--- config.mk ---
export PLATFORM = sky130hd
export DESIGN_NAME = counter_updn
export DESIGN_NICKNAME = d
export VERILOG_FILES = /design/src/rtl/counter_pkg.sv /design/src/rtl/counter_prescaler.sv /design/src/rtl/counter_updn.sv
export SDC_FILE = /design/constraint.sdc
export NUM_CORES = 1
export LEC_CHECK = 0
export CAP_MARGIN = 0
export CORE_UTILIZATION = 44
export CTS_BUF_LIST = sky130_fd_sc_hd__clkbuf_8
export DETAILED_ROUTE_END_ITERATION = 10
export PLACE_DENSITY = 0.76
export SLEW_MARGIN = 20
export SYNTH_ARGS = -nofsm -noshare
export SYNTH_HDL_FRONTEND = slang
export SYNTH_SLANG_ARGS = --single-unit
--- constraint.sdc ---
create_clock -name clk -period 1.85 [get_ports clk]
set_input_delay 0.37 -clock clk [delete_from_list [all_inputs] [get_ports clk]]
set_output_delay 0.37 -clock clk [all_outputs]
set_load 0.01 [all_outputs]
--- src/rtl/counter_pkg.sv ---
// counter_pkg: shared mode/direction encodings and width helper for the counter family
package counter_pkg;

    localparam int CNT_WRAP = 0;
    localparam int CNT_SAT  = 1;

    localparam logic CNT_DN = 1'b0;
    localparam logic CNT_UP = 1'b1;

    function automatic int clog2(input int v);
        int r;
        r = 0;
        while ((1 << r) < v) r++;
        return r;
    endfunction

endpackage

--- src/rtl/counter_prescaler.sv ---
// counter_prescaler: divides enabled cycles by presc_div+1, emitting a one-cycle tick
module counter_prescaler
    import counter_pkg::*;
#(
    parameter int PRESC_W = 4
) (
    input  logic               clk,
    input  logic               clr,
    input  logic               en,
    input  logic               zero,
    input  logic [PRESC_W-1:0] presc_div,
    output logic               tick
);

    logic [PRESC_W-1:0] cnt;

    assign tick = en && (cnt == presc_div);

    // phase counter: frozen while disabled, restarts after each tick
    always_ff @(posedge clk) begin
        if (clr || zero) cnt <= '0;
        else if (en) cnt <= tick ? '0 : cnt + PRESC_W'(1);
    end

endmodule

--- src/rtl/counter_updn.sv ---
// counter_updn: modulo up/down counter with load, wrap/saturate, tc pulse and sticky ovf; COUNTER_UPDN_PRESCALE_EN adds a prescaler
module counter_updn
    import counter_pkg::*;
#(
    parameter int WIDTH    = 8,
    parameter int MODULUS  = 256,
    parameter int SAT_MODE = CNT_WRAP,
    parameter int PRESC_W  = 4
) (
    input  logic               clk,
    input  logic               clr,
    input  logic               en,
    input  logic               up,
`ifdef COUNTER_UPDN_PRESCALE_EN
    input  logic [PRESC_W-1:0] presc_div,
`endif
    input  logic               load,
    input  logic [WIDTH-1:0]   load_val,
    output logic [WIDTH-1:0]   countv,
    output logic               tc,
    output logic               ovf
);

    localparam logic [WIDTH-1:0] MAX = WIDTH'(MODULUS - 1);

    if (MODULUS < 2 || clog2(MODULUS) > WIDTH || PRESC_W < 1) begin : g_bad_cfg
        $error("counter_updn: illegal WIDTH/MODULUS/PRESC_W combination");
    end

    logic             step;
    logic             term;
    logic [WIDTH-1:0] nxt;
    logic [WIDTH-1:0] ld;

`ifdef COUNTER_UPDN_PRESCALE_EN
    counter_prescaler #(.PRESC_W(PRESC_W)) u_presc (
        .clk       (clk),
        .clr       (clr),
        .en        (en),
        .zero      (load),
        .presc_div (presc_div),
        .tick      (step)
    );
`else
    assign step = en;
`endif

    // terminal detection, next step value and clamped load value
    always_comb begin
        term = (up == CNT_UP) ? (countv == MAX) : (countv == '0);
        nxt  = (SAT_MODE == CNT_SAT && term) ? countv
             : (up == CNT_UP) ? (term ? '0 : countv + WIDTH'(1))
             : (term ? MAX : countv - WIDTH'(1));
        ld   = (load_val > MAX) ? MAX : load_val;
    end

    // count register with clr > load > step > hold priority
    always_ff @(posedge clk) begin
        if (clr) begin
            countv <= '0;
            tc     <= 1'b0;
            ovf    <= 1'b0;
        end else if (load) begin
            countv <= ld;
            tc     <= 1'b0;
        end else if (step) begin
            countv <= nxt;
            tc     <= term;
            ovf    <= ovf | term;
        end else begin
            tc     <= 1'b0;
        end
    end

endmodule

Word-level counts from Yosys, hierarchy flattened

Index checks and enable logic that the tools add are counted.

Register bits: 10
Input port bits: 13

Add/sub/neg operators: 2
Order comparisons: 1
Equality and inequality tests: 1
Multiplexer cells: 7
Bitwise gates (word level): 3
Reductions and logical operators: 4

Operators with widths:

| kind                | count |
|---|---|
| $mux 8              | 6 |
| $add 8x1->8 const B | 1 |
| $eq 8x8->1 const B  | 1 |
| $gt 8x8->1 const B  | 1 |
| $logic_not 8->1     | 1 |
| $sub 8x1->8 const B | 1 |
| $reduce_or 3->1     | 1 |
| $not 1->1           | 2 |
| $reduce_and 2->1    | 1 |
| $reduce_bool 2->1   | 1 |
| $mux 1              | 1 |
| $or 1x1->1          | 1 |

Longest topological paths before layout

Gate-level depths: netlist of the first run.

Word-level depth: 6
Mapped depth: 8

Worst setup path before layout of the first run

Ideal clock, no wire load.

Path type: flip-flop to flip-flop
Start point: reg countv[0]
End point: reg countv[3]
Data arrival time: 1.939 ns
Path slack: -0.182 ns
Cell stages (with the launch flop): 9
Buffers on the path: 1
Cells stage by stage: dfxtp_1 clkbuf_1 inv_1 ha_1 nor4b_4 nand2_2 o21ai_0 o32a_1 o32ai_1

Longest elaborated chain between the ends: 6
Elaborated cells on any way between the ends: 10

RTL lines:

| item                                                                | RTL line           | source |
|---|---|---|
| start, declared                                                     | counter_updn.sv:19 | `output logic [WIDTH-1:0] countv,` |
| start signal, assigned                                              | counter_updn.sv:64 | `countv <= ld;` |
| start signal, assigned                                              | counter_updn.sv:67 | `countv <= nxt;` |
| parallel branches: the longest is 3 deep, another holds $sub 8x1->8 | -                  |  |
| $mux 8 (*)                                                          | counter_updn.sv:52 | `: (up == CNT_UP) ? (term ? '0 : countv + WIDTH'(1))` |
| $mux 8 (*)                                                          | counter_updn.sv:66 | `end else if (step) begin` |
| $mux 8 (*)                                                          | counter_updn.sv:63 | `end else if (load) begin` |

Every way passes the cells marked *. The select of a mux whose other input is x is not followed.
A chain may end at the register's enable or synchronous reset.

Final worst setup path of the first run

Start point: reg countv[3]
End point: out countv[3]

No word-level cell between the ends.

==> flow_summary.ini, run 1 <==
[grt]
antenna_found_initial = 0
grtUsageTotal_pct = 31.2
grt_pass1_wl_um = 4550
grt_remaining_overflow = 0
grt_max_degree = 13
grt_pass1_vias = 999

[drt]
wl_per_cell_um = 17.1
drt_iter0_markers = 56
dr.pass1.iters = 5
wl_um = 3020
drc = 0
ant_nets = 0
via_per_inst = 6.28
vias = 1106

[power]
ir_drop_uv = 527
power_density_nw_per_um2 = 646
power_mw = 0.828
leakagePower_nw = 0.501

[setup_path]
path_cells = clkdlybuf4s50_1
endpoint_kind = output pin
critPathArrivalTime_ps = 1460
crit_path_top_delay_cell = clkdlybuf4s50_1
slowest_delay_ps = 620
cp-start-kind = flip-flop
cp_max_fo = 12
worst-path-buf-inv = 1
cp_top_family = buffers and inverters
required_ps = 1480
crit_type = reg -> out

[clocking]
cts.htree.levels = 1
cts_tree = done
numCtsBuffers = 3
clk_pin_slew_ps = 50
cts_root_buf = clkbuf_8
cts_sinks = 10
insertion_delay_ps = 250
postCtsHoldBufs = 0
clockBufferDepth = 2

[finish]
nets = 168
area_growth_pct = 53.1
n_fill_cell = 143
n_antenna_cell = 0
finalNonFillerCells = 176
finalInstanceArea_um2 = 1280
utilization_pct = 73.4
drive_gt1_share_pct = 26.5

[synthesis]
ys_async_sr_fraction_pct = 0
yosysWarnings = 0
syn-num-nets = 129
yosys_register_bits = 10
syn_area_um2 = 837
syn_inst = 113
ys.flop_type = dfxtp_1
avgSynthCellArea_um2 = 7.41
ys_types = 40
synth_edf_count = 0
yosysSeqAreaShare_pct = 23.9

[timing]
hold_violations = 0
fin_crit_ps = 1830
fin_skew_ps = 1.92
drv_slew = 0
whs_ps = 477
setup-violations-final = 0
tns_ps = 0
fin_ws_ps = 23.0
relSlewSlack_pct = 70.3
fmax_mhz = 547
min_period_over_period_pct = 98.8
worst_slew_pin_slew_ps = 445

[outcome]
status = finished, final reports clean

[die]
start_util_pct = 48.0
rows = 15
die-height_um = 45.6
ios = 23
die_x_um = 45.6
core-area_um2 = 1750
die_area_um2 = 2080

[placed_design]
place_area_um2 = 1190
io_buffers = 22
dpl.hpwl_um = 1990
place_congestion = 0.955
place_ws_ps = -211
placedCellCount = 170

[worst_hold_path]
hp-class = reg -> reg

[job]
drv_cap = 0
==> placed cells by master (no fill, tap or decap), types with 5 or more instances in the layout <==
cell / n
inv_1: 5
dfxtp_1: 5
o21ai_0: 7
clkdlybuf4s50_1: 21
dfxtp_2: 5
buf_4: 21
nand2_1: 8
nor2_1: 9
a21oi_1: 9
o211ai_1: 5
nor3_1: 5
==> synth_stat cells (2+ instances only) <==
master | n | area, um2
buf_2 | 2 | 10.0
and3_1 | 2 | 12.5
o32a_1 | 2 | 20.0
a31oi_1 | 3 | 18.8
nor3_1 | 5 | 25.0
o21ai_0 | 8 | 40.0
inv_1 | 7 | 26.3
nor2_1 | 9 | 33.8
a21oi_1 | 9 | 45.0
nand2_1 | 8 | 30.0
o211ai_1 | 5 | 37.5
dfxtp_1 | 10 | 200
ha_1 | 3 | 37.5
o22ai_1 | 3 | 18.8
nand4_1 | 2 | 12.5
nand2b_1 | 2 | 12.5
nand3_1 | 4 | 20.0
or3_1 | 2 | 12.5
clkbuf_1 | 6 | 22.5
==> final timing paths <==
path | start | endpoint | slack, ps | cells past startpoint
min reg2reg | ovf | ovf | 480 | 2
max reg2reg | countv[0] | countv[3] | 60 | 8
max | countv[3] | countv[3] | 20 | 1
min | ovf | ovf | 480 | 2
==> final cells by class <==
class / count / area, um2 / share of cell area (%)
repair buffers: 43 / 380 / 29.7
inverters: 7 / 26.3 / 2.05
clock buffers: 4 / 55.1 / 4.30
flip-flops and latches: 10 / 206 / 16.1
multi-input cells: 87 / 582 / 45.4
well taps: 25 / 31.3 / 2.44
==> layer usage <==
metal  GRT usage (%)  vias to the layer above  routed length, um
met5               0                        -                  0
li1                -                      503                  -
met4            14.5                        0                103
met1            38.0                      508               1200
met3            4.76                       20                254
met2            53.1                       75               1460
==> registers in the layout (all words and copies together) (netlist names) <==
register  count
countv        8
ovf           1
tc            1
==> cell families after synthesis <==
family / after synthesis / share of synthesized area, %
compound gates: 40 / 32.0
flops: 10 / 23.9
xor+xnor: 1 / 1.05
fa+ha+maj: 3 / 4.48
simple gates: 43 / 30.2
buf+inv: 16 / 8.37
==> repair_timing <==
action,in CTS,in global routing
setup buffers,0,2
endpoints found under the setup margin,1,7
gates resized for setup,1,9
hold endpoints to repair,0,0
pin swaps,0,4
==> power breakdown <==
group | switching, mW | total, mW | internal (mW)
sequential | 0.0281 | 0.260 | 0.232
clock | 0.103 | 0.292 | 0.189
combinational | 0.133 | 0.276 | 0.144
total | 0.264 | 0.828 | 0.564
No activity file was read; power rests on OpenSTA's default activity.
==> run 2: changes to the inputs <==
--- a/config.mk
+++ b/config.mk
@@ -6,6 +6,7 @@
 export NUM_CORES = 1
 export LEC_CHECK = 0
 export CAP_MARGIN = 0
+export CORE_ASPECT_RATIO = 0.9
 export CORE_UTILIZATION = 44
 export CTS_BUF_LIST = sky130_fd_sc_hd__clkbuf_8
 export DETAILED_ROUTE_END_ITERATION = 10
==> run 2 against run 1 <==
Net effect: combinational power down 1%; critical path depth up 6; design area down 0.68%; clock-buffer cell count unchanged; setup slack better by 68 ps; via count down 3.3%; sequential share of layout area down 0.086 points; register-to-register slack better by 30 ps; wire length down 3.6%; fmax up 3.9%; largest cell class unchanged; highest routed layer unchanged.
==> flow_summary.ini, run 2 (synthesis results as in run 1) <==
[grt]
grt_pass1_wl_um = 4510
antenna_found_initial = 0
grtUsageTotal_pct = 31.4
grt_remaining_overflow = 0
grt_pass1_vias = 992
grt_max_degree = 13

[power]
leakagePower_nw = 0.493
power_mw = 0.816
power_density_nw_per_um2 = 641
ir_drop_uv = 533

[timing]
relSlewSlack_pct = 75.8
fin_crit_ps = 1760
worst_slew_pin_slew_ps = 359
fin_skew_ps = 2.15
min_period_over_period_pct = 95.1
setup-violations-final = 0
fmax_mhz = 569
hold_violations = 0
rsz0062_at_grt = yes
drv_slew = 0
fin_ws_ps = 91.2

[worst_hold_path]
hp-class = reg -> reg
min_from = ovf

[finish]
largest_register_ffs = 8
area_growth_pct = 52.0
drive_gt1_share_pct = 24.5
nets = 168
n_antenna_cell = 0
top_register = countv
reg.largest.list = countv x8, ovf x1, tc x1
multi_input_area_um2 = 581
register_area_um2 = 204
final_cell_mix = clkdlybuf4s50_1 (21), buf_4 (21), a21oi_1 (9), nor2_1 (9)
n_fill_cell = 137

[clocking]
insertion_delay_ps = 240
cts_setup_buffers = 0
cts_root_buf = clkbuf_8
numCtsBuffers = 3
cts.htree.levels = 1
postCtsHoldBufs = 0
cts_tree = done
clockBufferDepth = 2
cts_sinks = 10
clk_pin_slew_ps = 50

[drt]
wl_per_cell_um = 16.6
wl_um = 2910
dr.pass1.iters = 7
via_per_inst = 6.11
drt_iter0_markers = 30
drc = 0
vias = 1069
ant_nets = 0

[die]
core-area_um2 = 1730
die_area_um2 = 2080
die_x_um = 48.0
ios = 23
rows = 14
die-height_um = 43.4
start_util_pct = 48.3

[setup_path]
slowest_delay_ps = 340
cp-start-kind = flip-flop
r2r-start = countv[0]
crit_type = reg -> reg
cp_top_family = simple AND/OR/NAND/NOR gates
cp_max_fo = 4
startpoint = countv[0]
critPathArrivalTime_ps = 1920
worst-path-buf-inv = 1
endpoint_kind = flip-flop
crit_path_top_delay_cell = o32a_1
required_ps = 2010
path_cells = inv_1, ha_1, nor4b_4, nand2_2, and3_1, o32a_1, a211oi_2

[placed_design]
place_congestion = 0.892
io_buffers = 22
dpl.hpwl_um = 2090
place_ws_ps = -275

[outcome]
status = finished, final reports clean

[job]
drv_cap = 0
## run 2: cell count changes in the layout (fill, tap and decap cells not counted), sizes merged
cell and change:
dlymetal6s2s -1, dlygate4sd2 +1
## run 2: layout make-up
class                      count  area share (%)
tap                           24            2.36
sequential                    10            16.0
multi-input combinational     87            45.6
inverter                       7            2.06
clock buffer                   4            4.33
timing repair buffer          43            29.6
## run 2: what timing repair did
item / CTS / global route
pin swaps: 1 / 2
setup endpoints to repair: 2 / 5
resized for setup: 1 / 6
## run 2: path summary, 6_finish.rpt
check	slack [ps]	endpoint	depth (start not counted)
hold reg to reg	480	ovf	2
hold / removal	480	ovf	2
setup reg to reg	90	countv[1]	7
setup / recovery	90	countv[1]	7
## run 2: layer usage
| layer | GRT usage (%) | share of wire (%) |
|---|---|---|
| met1 | 40.7 | 40 |
| met2 | 51.1 | 51 |
| met3 | 5.00 | 6.6 |
| met4 | 12.2 | 2.1 |
| met5 | 0 | 0 |
## run 2: worst reg2reg max path: stages, from the launching register on
cell	delay [ps]
dfxtp_2	320
inv_1	90
ha_1	180
nor4b_4	250
nand2_2	120
and3_1	200
o32a_1	340
a211oi_2	180
## run 2: metrics by stage
step                hold WS [ps]  cells  area [um2]  setup TNS [ps]  util [%]
finish                       484    175        1270               0      73.4
global route                 522    175        1270           -26.7      73.4
CTS                          482    175        1260               0      72.4
detailed placement           457    171        1200           -1580      69.3
global placement             463    171        1200            -786      69.3
floorplan                    505    113         852               0         -
## run 2: power by group
| group | total, mW | internal, mW | switching [mW] |
|---|---|---|---|
| Sequential | 0.256 | 0.231 | 0.0245 |
| Combinational | 0.272 | 0.140 | 0.132 |
| Clock | 0.289 | 0.188 | 0.100 |
==> run 3: changes to the inputs <==
--- a/config.mk
+++ b/config.mk
@@ -7,6 +7,7 @@
 export LEC_CHECK = 0
 export CAP_MARGIN = 0
 export CORE_ASPECT_RATIO = 0.9
+export CORE_MARGIN = 8
 export CORE_UTILIZATION = 44
 export CTS_BUF_LIST = sky130_fd_sc_hd__clkbuf_8
 export DETAILED_ROUTE_END_ITERATION = 10
==> run 3 against run 2 <==
Net effect: non-clock buffer count stayed put; sequential power is essentially flat; core utilization fell by 5.6 points; power decreased by 1.5%; largest power group unchanged; global-route usage decreased by 14 points; first-iteration DRC count unchanged; flip-flop and latch count did not move; critical path type unchanged.
==> flow_summary.ini, run 3 (synthesis results as in run 1) <==
[placed_design]
placedCellCount = 171
place_area_um2 = 1200
place_congestion = 0.886
io_buffers = 22
dpl.hpwl_um = 2100
place_ws_ps = -220

[grt]
grtUsageTotal_pct = 17.0
antenna_found_initial = 0
grt_pass1_vias = 1041
grt_pass1_wl_um = 4710
grt_max_degree = 13
grt_remaining_overflow = 0

[timing]
fin_crit_ps = 1800
worst_slew_pin_slew_ps = 353
setup-violations-final = 0
whs_ps = 482
fin_ws_ps = 50.9
fmax_mhz = 556
fin_skew_ps = 2.04
tns_ps = 0
hold_violations = 0
relSlewSlack_pct = 75.8
drv_slew = 0
min_period_over_period_pct = 97.3

[finish]
nets = 168
finalNonFillerCells = 176
n_antenna_cell = 0
multi_input_area_um2 = 567
largest_register_ffs = 8
n_fill_cell = 155
top_register = countv
register_area_um2 = 204
reg.largest.list = countv x8, ovf x1, tc x1
utilization_pct = 67.8
area_growth_pct = 50.5
drive_gt1_share_pct = 22.5
final_cell_mix = clkdlybuf4s50_1 (21), buf_4 (21), a21oi_1 (9), nor2_1 (9), nand2_1 (8)
finalInstanceArea_um2 = 1260

[power]
internal_power_mw = 0.558
switching_power_mw = 0.246
power_frac_clock_pct = 35.3
power_mw = 0.804
ir_drop_uv = 437
leakagePower_nw = 0.490
p_sw_share_pct = 30.6
power_density_nw_per_um2 = 638
seqPwrFrac_pct = 32.1
pwr-share-comb_pct = 32.6

[die]
ios = 23
rows = 15
die_x_um = 62.0
die_area_um2 = 3560
die-height_um = 57.4
core-area_um2 = 1860
start_util_pct = 45.1

[setup_path]
critPathArrivalTime_ps = 1940
path_cells = inv_1, ha_1, nor4b_4, buf_4, buf_4, and2_2, nor2_1, o32a_1, o32ai_1
endpoint_kind = flip-flop
cp-start-kind = flip-flop
slowest_delay_ps = 320
required_ps = 1990
crit_path_top_delay_cell = dfxtp_2
rrSetupSlack_ps = 50
cp_max_fo = 3
path_common_cell = buf_4
crit_type = reg -> reg

[drt]
dr.pass1.iters = 4
via_per_inst = 6.26
drt_iter0_markers = 30
wl_met2_um = 1430
vias = 1102
drc = 0
wl_per_cell_um = 16.5
wl_um = 2900
wl_met1_um = 1170
wl_met3_um = 228
ant_nets = 0
routed.top_layer = met4

[clocking]
cts_tree = done
clk_pin_slew_ps = 50
insertion_delay_ps = 240
cts_root_buf = clkbuf_8
numCtsBuffers = 3
clockBufferDepth = 2
cts_sinks = 10
cts.htree.levels = 1

[job]
drv_cap = 0

[outcome]
status = finished, final reports clean

[worst_hold_path]
hp-class = reg -> reg
## run 3: critical path, delay by kind of cell, from the launching register on
kind | cells | cell delay, ps
adder cells (fa/ha/maj) | 1 | 170
flip-flops | 1 | 320
AND/OR/NAND/NOR | 3 | 430
buffers and inverters | 3 | 350
AO/OA/AOI/OAI | 2 | 430
## run 3: repair_timing
item / CTS / global route
setup buffers: 0 / 1
gates resized for setup: 1 / 3
pin swaps: 1 / 0
endpoints found under the setup margin: 1 / 4
hold buffers: 0 / 0
## run 3: path summary, 6_finish.rpt
| path | end | from | cells past startpoint |
|---|---|---|---|
| min reg2reg | ovf | ovf | 2 |
| max reg2reg | countv[3] | countv[0] | 9 |
| max | countv[3] | countv[0] | 9 |
| min | ovf | ovf | 2 |
## run 3: cell type report
| cell class | instances | share of cell area (%) |
|---|---|---|
| Clock buffer | 4 | 4.37 |
| Sequential cell | 10 | 16.2 |
| Multi-Input combinational cell | 87 | 45.0 |
| Tap cell | 25 | 2.48 |
| Timing Repair Buffer | 43 | 29.9 |
| Inverter | 7 | 2.09 |
## run 3: power groups by stage
stage	Combinational, mW	Sequential [mW]	Clock, mW
2_1_floorplan	0.140	0.259	0
3_3_place_gp	0.248	0.259	0
3_5_place_dp	0.253	0.260	0
4_1_cts	0.255	0.256	0.288
5_1_grt	0.282	0.260	0.299
6_report	0.262	0.258	0.284
## run 3: routing by layer
layer,GRT usage (%),vias up
met5,0,-
met4,5.19,0
met3,4.04,12
met2,27.6,68
met1,21.0,519
li1,-,503
